--- config.mk ---
export PLATFORM = sky130hd
export DESIGN_NAME = cpu7_ifu_isram_resp
export DESIGN_NICKNAME = d
export VERILOG_FILES = /design/src/rtl/cpu7_ifu_isram_resp_pkg.sv /design/src/rtl/cpu7_ifu_isram_slot.sv /design/src/rtl/cpu7_ifu_isram_resp.sv
export SDC_FILE = /design/constraint.sdc
export NUM_CORES = 1
export LEC_CHECK = 0
export CAP_MARGIN = 20
export CORE_ASPECT_RATIO = 1.4
export CORE_MARGIN = 5
export CORE_UTILIZATION = 39
export CTS_CLUSTER_DIAMETER = 50
export DETAILED_ROUTE_END_ITERATION = 12
export PLACE_DENSITY = 0.95
export SLEW_MARGIN = 20
export SYNTH_ARGS = -nofsm -noshare
export SYNTH_HDL_FRONTEND = slang
export SYNTH_SLANG_ARGS = --single-unit
--- constraint.sdc ---
create_clock -name clk -period 1.8 [get_ports clk]
set_input_delay 0.27 -clock clk [delete_from_list [all_inputs] [get_ports clk]]
set_output_delay 0.27 -clock clk [all_outputs]
set_load 0.01 [all_outputs]
--- src/rtl/cpu7_ifu_isram_resp_pkg.sv ---
// Shared constants for the IFU instruction-SRAM responder.
// Holds the GR width, the fetch exception code and the FSM encoding.
package cpu7_ifu_isram_resp_pkg;

   localparam int GRLEN = 64;

   localparam logic [5:0] EXCCODE_ADEF = 6'h08;

   localparam logic [1:0] S_IDLE = 2'd0;
   localparam logic [1:0] S_WAIT = 2'd1;
   localparam logic [1:0] S_RESP = 2'd2;

endpackage

--- src/rtl/cpu7_ifu_isram_slot.sv ---
// Outstanding-fetch slot: live/ex/unc flags, wait counter, data buffer.
// All registers reset asynchronously to zero.
module cpu7_ifu_isram_slot (
   input  logic        clk,
   input  logic        reset,
   input  logic        load,
   input  logic        kill,
   input  logic        ex_in,
   input  logic        unc_in,
   input  logic [2:0]  cnt_in,
   input  logic        dec,
   input  logic        cap,
   input  logic [31:0] data_in,
   output logic        live,
   output logic        ex,
   output logic        unc,
   output logic [2:0]  cnt,
   output logic [31:0] data
);

   logic        live_q, live_d;
   logic        ex_q, ex_d;
   logic        unc_q, unc_d;
   logic [2:0]  cnt_q, cnt_d;
   logic [31:0] data_q, data_d;

   // Next slot contents: a load in a kill cycle belongs to the new fetch.
   always_comb begin
      live_d = live_q;
      ex_d   = ex_q;
      unc_d  = unc_q;
      cnt_d  = cnt_q;
      data_d = data_q;
      if (kill) begin
         live_d = 1'b0;
      end
      if (load) begin
         live_d = 1'b1;
         ex_d   = ex_in;
         unc_d  = unc_in;
         cnt_d  = cnt_in;
      end else if (dec && cnt_q != 3'd0) begin
         cnt_d = cnt_q - 3'd1;
      end
      if (cap) begin
         data_d = data_in;
      end
   end

   // Slot registers.
   always_ff @(posedge clk or posedge reset) begin
      if (reset) begin
         live_q <= 1'b0;
         ex_q   <= 1'b0;
         unc_q  <= 1'b0;
         cnt_q  <= 3'd0;
         data_q <= 32'd0;
      end else begin
         live_q <= live_d;
         ex_q   <= ex_d;
         unc_q  <= unc_d;
         cnt_q  <= cnt_d;
         data_q <= data_d;
      end
   end

   assign live = live_q;
   assign ex   = ex_q;
   assign unc  = unc_q;
   assign cnt  = cnt_q;
   assign data = data_q;

endmodule

--- src/rtl/cpu7_ifu_isram_resp.sv ---
// IFU fetch responder in front of a synchronous instruction SRAM.
// One fetch in flight; response 1+WAIT cycles after acceptance.
module cpu7_ifu_isram_resp
   import cpu7_ifu_isram_resp_pkg::*;
#(
   parameter int         WAIT    = 0,
   parameter int         AW      = 14,
   parameter logic [2:0] UNC_SEG = 3'b101
) (
   input  logic             clk,
   input  logic             reset,
   input  logic             inst_req,
   input  logic [31:0]      inst_addr,
   input  logic             inst_cancel,
   output logic             inst_addr_ok,
   output logic             inst_valid_f,
   output logic [GRLEN-1:0] inst_rdata_f,
   output logic [1:0]       inst_count,
   output logic             inst_ex,
   output logic [5:0]       inst_exccode,
   output logic             inst_uncache,
   output logic             isram_en,
   output logic [AW-1:0]    isram_addr,
   input  logic [31:0]      isram_rdata
);

   localparam logic [2:0] WAIT_C = 3'(WAIT);

   logic [1:0]  state_q, state_d;
   logic        fresh_q, fresh_d;
   logic        accept;
   logic        misal;
   logic        is_resp;
   logic        slot_live;
   logic        slot_ex;
   logic        slot_unc;
   logic [2:0]  slot_cnt;
   logic [31:0] slot_data;
   logic [31:0] resp_data;
   logic        unused_addr;

   assign unused_addr = ^inst_addr;

   assign is_resp = (state_q == S_RESP);
   assign misal   = |inst_addr[1:0];

   // A new fetch is taken when idle or while the previous one responds.
   assign accept = inst_req & ~reset
                 & ((state_q == S_IDLE) | is_resp);

   assign inst_addr_ok = accept;
   assign isram_en     = accept & ~misal;
   assign isram_addr   = reset ? '0 : inst_addr[AW+1:2];

   // Sequencing through wait states towards the response cycle.
   always_comb begin
      state_d = state_q;
      case (state_q)
         S_IDLE: begin
            if (accept) begin
               state_d = (WAIT_C == 3'd0) ? S_RESP : S_WAIT;
            end
         end
         S_WAIT: begin
            if (slot_cnt <= 3'd1) begin
               state_d = S_RESP;
            end
         end
         S_RESP: begin
            if (accept) begin
               state_d = (WAIT_C == 3'd0) ? S_RESP : S_WAIT;
            end else begin
               state_d = S_IDLE;
            end
         end
         default: state_d = S_IDLE;
      endcase
   end

   // The cycle after acceptance the SRAM word is on isram_rdata.
   always_comb begin
      fresh_d = accept;
   end

   // FSM and capture-strobe registers.
   always_ff @(posedge clk or posedge reset) begin
      if (reset) begin
         state_q <= S_IDLE;
         fresh_q <= 1'b0;
      end else begin
         state_q <= state_d;
         fresh_q <= fresh_d;
      end
   end

   cpu7_ifu_isram_slot u_slot (
      .clk     (clk),
      .reset   (reset),
      .load    (accept),
      .kill    (inst_cancel),
      .ex_in   (misal),
      .unc_in  (inst_addr[31:29] == UNC_SEG),
      .cnt_in  (WAIT_C),
      .dec     (state_q == S_WAIT),
      .cap     (fresh_q),
      .data_in (isram_rdata),
      .live    (slot_live),
      .ex      (slot_ex),
      .unc     (slot_unc),
      .cnt     (slot_cnt),
      .data    (slot_data)
   );

   // Zero-wait fetches bypass the buffer straight from the SRAM.
   assign resp_data = fresh_q ? isram_rdata : slot_data;

   assign inst_valid_f = is_resp & slot_live
                       & ~inst_cancel & ~reset;

   // Response fields are forced to zero outside a valid response.
   always_comb begin
      inst_rdata_f = '0;
      inst_ex      = 1'b0;
      inst_exccode = 6'd0;
      inst_uncache = 1'b0;
      if (inst_valid_f) begin
         inst_uncache = slot_unc;
         if (slot_ex) begin
            inst_ex      = 1'b1;
            inst_exccode = EXCCODE_ADEF;
         end else begin
            inst_rdata_f = {{(GRLEN-32){1'b0}}, resp_data};
         end
      end
   end

   assign inst_count = {1'b0, inst_valid_f};

endmodule

==> results.py <==
metrics = {
    "outcome": {
        "status": "finished, violations left",
        "violations": "negative setup slack",
    },
    "worst_hold_path": {
        "hold_class": "in -> async",
    },
    "power": {
        "p_int_uw": 1920,
        "p_sw_share_pct": 23.2,
        "p_per_area_nw_per_um2": 674,
        "power.leakage_uw": 0.00182,
        "clockPowerShare_pct": 33.6,
        "power.switching_uw": 580,
        "seqPwrFrac_pct": 39.4,
        "pwr-share-comb_pct": 27.0,
        "ir_drop_mv": 0.419,
    },
    "timing": {
        "rsz0062_at_grt": "true",
        "fmax_ghz": 0.510,
        "setup_viol": 32,
        "finClkSkew_ns": 0.00614,
        "final.setup.worst_slack_ns": -0.162,
        "fin_crit_ns": 1.96,
        "fin_crit_sh_pct": 109,
        "fin_hold_ws_ns": 0.347,
        "slew_viol_final": 0,
        "hold_viol_final": 0,
    },
    "placement": {
        "portBuffers": 107,
        "dpl.hpwl_mm": 4.76,
        "placed_area_um2": 3420,
        "place_congestion": 0.685,
    },
    "logic_synthesis": {
        "ys_seq_area_share_pct": 38.6,
        "synth_ff_type": "dfrtp_1",
        "synthTopCellsByArea": "dfrtp_1 39%, mux2_4 19%, nor3b_2 15%",
        "netlist_instances": 185,
        "synth_top_area_cell": "dfrtp_1",
        "synth-seq-cells": 37,
        "synth.top_cell.area_share_pct": 38.6,
        "synthArstFlopShare_pct": 100,
        "yosysMostFrequentCell": "buf_4",
        "synthTopCellsByCount": "40 x buf_4, 37 x dfrtp_1, 30 x mux2_4",
        "netlist_area_um2": 2400,
        "yosysWarningCount": 0,
        "synth.distinct_cells": 23,
        "synth-edff-count": 0,
        "avgSynthCellArea_um2": 13.0,
    },
    "layout": {
        "nFillCells": 483,
        "final_nets": 388,
        "seq_area_um2": 928,
        "syn_to_final_growth_pct": 54.5,
        "fin_util_pct": 62.4,
        "diodes": 0,
        "layout-drive-gt1-share_pct": 46.4,
        "multi_input_area_um2": 1200,
        "fin_area_um2": 3710,
    },
    "drt": {
        "drc": 0,
        "wl_mm": 6.41,
        "dr_total_vias": 1730,
        "drt-pass1-iter-count": 2,
        "wl_per_cell_um": 16.4,
        "viasPerCell": 4.42,
        "final_antenna_net_count": 0,
        "first_iter_violations": 19,
    },
    "worst_setup_path": {
        "path_cells": "buf_12, buf_8, buf_6, mux2_4, nor3b_2, buf_2",
        "critPathMaxFanout": 7,
        "cp_num_buf_inv": 4,
        "startpoint_type": "flip-flop",
        "required_ns": 1.53,
        "path_delay_family": "buffers and inverters",
        "end_kind": "output port",
        "worstPathArrival_ns": 1.69,
        "cp_slowest_cell": "dfrtp_2",
        "worstSetupPathType": "reg -> out",
        "critPathMaxStageDelay_ns": 0.43,
    },
    "job": {
        "maxCapViolCount": 0,
    },
    "cts": {
        "htreeDepth": 2,
        "cts.reportedPaths.clkPinSlew_ns": 0.08,
        "clock_latency_ns": 0.28,
        "clockBufferDepth": 2,
        "clock_sinks": 37,
        "cts_inserted_buffers": 5,
        "clock_tree.root_cell": "clkbuf_8",
        "cts_tree": "built",
    },
    "global_routing": {
        "grt_pass1_wl_mm": 9.69,
        "grt_pass1_vias": 1850,
        "grt_max_degree": 20,
        "track_usage_pct": 15.5,
        "overflow": 0,
        "grt_antenna_before_repair": 0,
    },
    "floorplan": {
        "std_cell_rows": 33,
        "die_x_um": 76.3,
        "io_pins": 159,
        "dieArea_um2": 7850,
        "die_y_um": 103,
        "initial_core_util_pct": 40.4,
        "coreArea_um2": 5950,
    },
}
==> routing by layer <==
metal  wire length [µm]  vias up  GRT usage, %
met3                399        6          3.58
met2               3430       86          27.9
li1                   -      802             -
met4                 80        0          4.44
met5                  0        -             0
met1               2500      836          18.6
==> layout make-up <==
class / instances / area share [%]
Timing Repair Buffer: 144 / 35.9
Multi-Input combinational cell: 125 / 32.4
Sequential cell: 37 / 25.0
Tap cell: 70 / 2.36
Clock buffer: 5 / 1.85
Clock inverter: 3 / 1.75
Inverter: 7 / 0.708
==> registers in the layout, summed over array words and instances (netlist names) <==
signal,flops
fresh_q,1
u_slot.data,32
u_slot.ex,1
u_slot.unc,1
state_q,1
u_slot.live,1
==> cell families (layout without fill, tap and decap cells) <==
logic type	after synthesis	after routing	synth area share (%)
compound gates	2	2	0.416
buf+inv	60	159	19.3
flops	37	37	38.6
mux	33	33	20.1
other cells	1	38	0.156
simple gates	52	52	21.4
==> power groups by stage <==
stage	clock [µW]	combinational, µW	sequential, µW
2_1_floorplan	0	432	982
3_5_place_dp	0	593	1000
5_1_grt	900	722	996
4_1_cts	869	653	986
6_report	841	674	986
3_3_place_gp	0	582	994
==> worst register-to-register path: cells and delay by family, from the launching register on <==
family	cells	cell delay [ns]
DFF	1	0.43
buffers and inverters	3	0.42
muxes	1	0.30
==> worst paths after layout <==
path                                 start               to  slack, ns  depth (start not counted)
min in group clk           u_slot.data[11]  u_slot.data[11]       0.49                          1
setup / recovery                   fresh_q  inst_rdata_f[2]      -0.16                          6
max in group asynchronous            reset          fresh_q       1.24                          5
hold reg to reg            u_slot.data[11]  u_slot.data[11]       0.49                          1
hold / removal                       reset  u_slot.data[25]       0.35                          5
setup reg to reg                   fresh_q  u_slot.data[13]       0.56                          4
==> placed cells by master (no fill, tap or decap), drive strengths merged <==
cell type	count
a21oi	1
and2b	4
buf	68
bufinv	2
clkbuf	11
clkdlybuf4s15	1
clkdlybuf4s50	53
clkinv	2
conb	38
dfrtp	37
dlygate4sd2	15
dlymetal6s2s	1
inv	6
mux2	32
mux2i	1
nand2b	1
nand3b	1
nand4bb	1
nor2	2
nor2b	10
nor3b	32
nor4b	1
o21ai	1
==> timing repair <==
action / CTS / global route
cloned: 1 / 3
pin swaps: 0 / 1
buffers inserted: 12 / 5
setup endpoints to repair: 53 / 41
resized for setup: 172 / 18
hold buffers: 0 / 0
==> per-stage QoR <==
stage          worst slack [ns]  instances  TNS (ns)  power [µW]
3_5_place_dp             -0.476        363    -17.42        1600
3_3_place_gp             -0.401        363    -15.52        1580
6_report                 -0.162        391     -2.27        2500
2_1_floorplan             0.395        222         0        1410
4_1_cts                  -0.183        384     -2.68        2510
5_1_grt                  -0.206        391     -3.78        2620
(Power assumes the default switching activity.)
